$ cat config.mk
export PLATFORM = sky130hd
export DESIGN_NAME = stepper_controller
export DESIGN_NICKNAME = d
export VERILOG_FILES = /design/src/rtl/stepper_controller.sv
export SDC_FILE = /design/constraint.sdc
export NUM_CORES = 1
export LEC_CHECK = 0
export BUFFER_PORTS_ARGS = -buffer_cell sky130_fd_sc_hd__buf_2
export CORE_MARGIN = 3
export CORE_UTILIZATION = 40
export CTS_BUF_LIST = sky130_fd_sc_hd__clkbuf_2 sky130_fd_sc_hd__clkbuf_4 sky130_fd_sc_hd__clkbuf_8
export DETAILED_ROUTE_END_ITERATION = 8
export GPL_TIMING_DRIVEN = 0
export PLACE_DENSITY = 0.61
export REMOVE_ABC_BUFFERS = 1
export SLEW_MARGIN = 0
export SYNTH_ARGS = -nofsm -noshare
export SYNTH_HDL_FRONTEND = slang
export SYNTH_SLANG_ARGS = --single-unit
$ cat constraint.sdc
create_clock -name clock -period 4.7 [get_ports clock]
set_input_delay 0.94 -clock clock [delete_from_list [all_inputs] [get_ports clock]]
set_output_delay 0.94 -clock clock [all_outputs]
set_load 0.02 [all_outputs]
$ cat src/rtl/stepper_controller.sv
// Stepper-motor axis sequencer: homes against the limit switch, then steps the
// JA coil phases toward a clamped target position at a fixed step rate.
module stepper_controller #(
  parameter int              STEP_DIV = 100000,
  parameter int              POS_W    = 16,
  parameter logic [POS_W-1:0] MAX_POS  = 16'd4000,
  parameter logic [POS_W-1:0] HOME_MAX = 16'd6000
) (
  input  logic             clock,
  input  logic             reset,
  input  logic [31:0]      target_pos,
  input  logic             cmd_home,
  input  logic             limit_switch,
  output logic [5:0]       ja,
  output logic [POS_W-1:0] position,
  output logic             busy,
  output logic             homed,
  output logic             fault
);

  localparam int TW = $clog2(STEP_DIV);
  localparam logic [TW-1:0]    TICK_AT = TW'(STEP_DIV - 1);
  localparam logic [POS_W-1:0] ONE     = POS_W'(1);
  localparam logic [POS_W-1:0] ZERO    = POS_W'(0);

  typedef enum logic [1:0] {
    UNHOMED = 2'd0,
    HOMING  = 2'd1,
    IDLE    = 2'd2,
    MOVING  = 2'd3
  } state_t;

  state_t           state, state_n;
  logic             lim_meta, lim_s, cmd_q, cmd_d;
  logic [TW-1:0]    timer, timer_n;
  logic [1:0]       phase, phase_n;
  logic [POS_W-1:0] step_cnt, cnt_n, pos_n, tgt, cnt_inc;
  logic             homed_n, fault_n, home_edge, tick, busy_n, energized_n;
  logic             tgt_unused;

  function automatic logic [3:0] coil(input logic [1:0] ph);
    case (ph)
      2'd0:    coil = 4'b0011;
      2'd1:    coil = 4'b0110;
      2'd2:    coil = 4'b1100;
      2'd3:    coil = 4'b1001;
      default: coil = 4'b0011;
    endcase
  endfunction

  assign tgt_unused = ^target_pos[31:POS_W];
  assign tgt        = (target_pos[POS_W-1:0] > MAX_POS) ? MAX_POS : target_pos[POS_W-1:0];
  assign home_edge  = cmd_q & ~cmd_d;
  assign tick       = (timer == TICK_AT);
  assign cnt_inc    = step_cnt + ONE;

  // Next-state, position, phase and status decisions.
  always_comb begin
    state_n = state;
    phase_n = phase;
    pos_n   = position;
    homed_n = homed;
    fault_n = fault;
    cnt_n   = step_cnt;
    case (state)
      UNHOMED: begin
        if (home_edge) begin
          fault_n = 1'b0;
          cnt_n   = ZERO;
          state_n = HOMING;
        end else begin
          state_n = UNHOMED;
        end
      end
      HOMING: begin
        if (home_edge) begin
          cnt_n = ZERO;
        end else if (tick) begin
          if (lim_s) begin
            pos_n   = ZERO;
            homed_n = 1'b1;
            state_n = IDLE;
          end else begin
            phase_n = phase - 2'd1;
            cnt_n   = cnt_inc;
            if (cnt_inc == HOME_MAX) begin
              fault_n = 1'b1;
              state_n = UNHOMED;
            end else begin
              state_n = HOMING;
            end
          end
        end else begin
          state_n = HOMING;
        end
      end
      IDLE: begin
        if (home_edge) begin
          homed_n = 1'b0;
          cnt_n   = ZERO;
          state_n = HOMING;
        end else if (tgt != position) begin
          state_n = MOVING;
        end else begin
          state_n = IDLE;
        end
      end
      MOVING: begin
        // A home request outranks any step due on the same tick.
        if (home_edge) begin
          homed_n = 1'b0;
          cnt_n   = ZERO;
          state_n = HOMING;
        end else if (tick) begin
          if (tgt == position) begin
            state_n = IDLE;
          end else if (tgt > position) begin
            pos_n   = position + ONE;
            phase_n = phase + 2'd1;
            state_n = (position + ONE == tgt) ? IDLE : MOVING;
          end else if (lim_s) begin
            pos_n   = ZERO;
            state_n = IDLE;
          end else begin
            pos_n   = position - ONE;
            phase_n = phase - 2'd1;
            state_n = (position - ONE == tgt) ? IDLE : MOVING;
          end
        end else begin
          state_n = MOVING;
        end
      end
      default: begin
        state_n = UNHOMED;
      end
    endcase
  end

  // Step timer restarts on every state change so each move gets a full first period.
  always_comb begin
    busy_n      = (state_n == HOMING) || (state_n == MOVING);
    energized_n = (state_n != UNHOMED);
    if (!busy_n || (state_n != state) || home_edge) begin
      timer_n = '0;
    end else if (tick) begin
      timer_n = '0;
    end else begin
      timer_n = timer + 1'b1;
    end
  end

  // Input synchronisers, state register and registered outputs.
  always_ff @(posedge clock or posedge reset) begin
    if (reset) begin
      lim_meta <= 1'b0;
      lim_s    <= 1'b0;
      cmd_q    <= 1'b0;
      cmd_d    <= 1'b0;
      state    <= UNHOMED;
      timer    <= '0;
      phase    <= 2'd0;
      step_cnt <= ZERO;
      position <= ZERO;
      homed    <= 1'b0;
      fault    <= 1'b0;
      busy     <= 1'b0;
      ja       <= 6'b000000;
    end else begin
      lim_meta <= limit_switch;
      lim_s    <= lim_meta;
      cmd_q    <= cmd_home;
      cmd_d    <= cmd_q;
      state    <= state_n;
      timer    <= timer_n;
      phase    <= phase_n;
      step_cnt <= cnt_n;
      position <= pos_n;
      homed    <= homed_n;
      fault    <= fault_n;
      busy     <= busy_n;
      ja       <= energized_n ? {2'b11, coil(phase_n)} : 6'b000000;
    end
  end

endmodule

==> results.yml <==
setup_path:
  path_cells: "buf_2 -> or4_1 -> nor2_1 -> inv_1 -> ha_1 -> nand4_1 -> a2111oi_4 -> o21bai_4 -> a211o_4 -> a311oi_1 -> o21ai_0 -> o31ai_1"
  slowest_delay_ps: 670
  critPathSlowestCell: "or4_1"
  path_delay_family: "compound AO/OA/AOI/OAI gates"
  reg2reg_depth: 9
  critPathKind: "input port to register"
  path_buf_inv: 2
  cp_data_required_time_ps: 4960
  cp_data_arrival_time_ps: 4690
  critPathLaunchType: "input port"
  path_depth: 12
  end_kind: "register"
  worstPathMaxFanout: 27
floorplan:
  die_h_um: 119
  num_io_pins: 61
  core_area_um2: 12200
  die_area_um2: 14100
  placement_rows: 40
  die_w_um: 119
  start_util: 0.416
clocking:
  root_buffer: "clkbuf_8"
  clkTransAtPathRegs_ps: 80
  htree_levels: 3
  clk_latency_ps: 360
  cts_buffers: 9
  cts_buffer_depth: 2
  clock_sinks: 65
  cts_tree: "done"
yosys:
  yosysUniqueCellTypes: 71
  ys_ff_latch: 65
  synthTopCellsByCount: "67 x nor2_1, 65 x dfrtp_1, 38 x nand2_1, 34 x nand3_1, 33 x inv_1"
  synth_area_um2: 5080
  synth_area_leader_cell: "dfrtp_1"
  syn_avg_cell_area_um2: 8.13
  synth-edff-count: 0
  ys.flop_type: "dfrtp_1"
  ys.warnings.count: 0
  netlist_instances: 625
  ys_async_sr_fraction: 1.00
  synth.most_common_cell: "nor2_1"
  synth_top_area_frac: 0.320
  ys_seq_area_frac: 0.320
  synth_area_leaders: "dfrtp_1 32%, nor2_1 4.9%, ha_1 4.9%"
power:
  p_leak_nw: 2.34
  power.density_nw_per_um2: 208
  ir_drop_v: 0.000103
  power.total_mw: 1.18
layout:
  fin_nets: 708
  area_delta_synth_final_pct: 11.9
  final_util: 0.466
  instances_no_fill: 825
  nFillCells: 1231
  antenna_cells: 0
  drive_above_1_share: 0.135
routing:
  met1_length_um: 6440
  wirelength_um: 13800
  drtPass1Iterations: 5
  ant_nets: 0
  via_count: 4788
  highest_layer: "met4"
  via_per_inst: 5.80
  avgRoutedWirePerCell_um: 16.7
  drt_iter0_drc: 460
  wl_met3_um: 701
  route.detailed.drc: 0
  wl_met2_um: 6320
placement:
  portBuffers: 44
  dp.cells: 806
  place.gp.congestion: 0.874
  dp_slack_ps: -1470
  dp_hpwl_um: 9760
global_route:
  overflow: 0
  grtUsageTotal: 0.198
  grt_antenna_before_repair: 0
  grt_pass1_vias: 4586
  grt_max_degree: 66
  grt_pass1_wl_um: 22800
timing:
  skew_ps: 23.2
  grt_setup_unrepaired: "yes"
  maxSlewHeadroom: 0.355
  fin_crit_ps: 4430
  setup_violations: 0
  fin_crit_sh: 0.943
  tightestPinTransition_ps: 958
  maxSlewViolCount: 0
  timing.final.ws_setup_ps: 270
  hold_viol_final: 0
  fmax_ghz: 0.226
  tns_ps: 0
min_path:
  min_path_cells: 0
  hp-class: "register to register"
job:
  maxCapViolations: 0
run_status:
  status: "finished, final reports clean"
## layer usage
layer  vias up  GRT usage
li1       2333          -
met1      2303      0.269
met2       129      0.315
met3        23     0.0392
met4         0     0.0702
met5         -          0
## cells by family after synthesis
kind of cell / synth area share
AND/OR/NAND/NOR: 0.289
buffers and inverters: 0.0534
XOR/XNOR: 0.0967
multiplexers: 0.0101
other: 0.000738
AO/OA/AOI/OAI: 0.181
adder cells (fa/ha/maj): 0.0492
flip-flops: 0.320
## per-stage QoR
| stage | hold slack, ps | area [um^2] |
|---|---|---|
| 2_1_floorplan | 331 | 4950 |
| 3_3_place_gp | 339 | 5380 |
| 3_5_place_dp | 343 | 5410 |
| 4_1_cts | 364 | 5650 |
| 5_1_grt | 363 | 5690 |
| 6_report | 365 | 5690 |
## final timing paths
| path | start | to | slack (ps) |
|---|---|---|---|
| worst max-delay path | target_pos[15] | position[11]$_DFFE_PP0P_ | 270 |
| worst min-delay path | lim_meta$_DFF_PP0_ | lim_s$_DFF_PP0_ | 370 |
| worst max register to register | position[2]$_DFFE_PP0P_ | ja[1]$_DFF_PP0_ | 620 |
| worst min register to register | lim_meta$_DFF_PP0_ | lim_s$_DFF_PP0_ | 370 |
| max in group asynchronous | reset | step_cnt[15]$_DFFE_PP0P_ | 3390 |
| min in group asynchronous | reset | position[8]$_DFFE_PP0P_ | 720 |
## area by class of cell
class	instances	area (um^2)	share of cell area
clock buffers	13	160	0.0282
clock inverters	3	40.0	0.00704
inverters	33	126	0.0222
multi-input cells	495	3250	0.572
flip-flops and latches	65	1630	0.286
well taps	168	210	0.0370
repair buffers	48	270	0.0475
## report_power, final
group | leakage [nW] | internal [mW] | switching [mW]
combinational | 1.42 | 0.0366 | 0.0621
clock | 0.108 | 0.276 | 0.221
sequential | 0.816 | 0.573 | 0.0145
## sequential cells by signal (all words and copies together) (netlist names)
signal and cells:
timer 17, fault 1, homed 1, step_cnt 16, busy 1, state 2
cmd_q 1, cmd_d 1, position 16, ja 5, lim_s 1, phase 2
lim_meta 1
## placed cells by master, fill, tap and decap left out, types with 4 or more instances in the layout
cell | netlist | routed
dfrtp_1 | 65 | 65
xnor2_1 | 24 | 24
nor2_1 | 67 | 67
nand2b_1 | 10 | 10
clkbuf_8 | 0 | 10
o21ai_0 | 32 | 31
a21oi_1 | 25 | 25
o211ai_1 | 6 | 6
and4_1 | 5 | 5
o31ai_1 | 14 | 14
xor2_1 | 27 | 27
conb_1 | 1 | 4
a211oi_1 | 7 | 7
or2_2 | 6 | 6
nor4_1 | 22 | 21
nand4_1 | 18 | 18
buf_2 | 3 | 44
o21a_1 | 5 | 5
or3_1 | 7 | 7
a31oi_1 | 5 | 5
or4_1 | 5 | 5
nor2b_1 | 11 | 10
ha_1 | 20 | 20
nand2_1 | 38 | 38
nand3_1 | 34 | 34
mux2i_1 | 4 | 4
and3_1 | 12 | 12
nor3_1 | 28 | 28
inv_1 | 33 | 32
## repair_timing
action                                 in CTS  in global routing
setup buffers                               0                  3
pin swaps                                   0                  1
hold buffers                                0                  0
endpoints found under the hold margin       0                  0
setup endpoints to repair                  31                 20
gates resized for setup                     7                  3
cloned                                      0                  0
(Power assumes the default switching activity.)
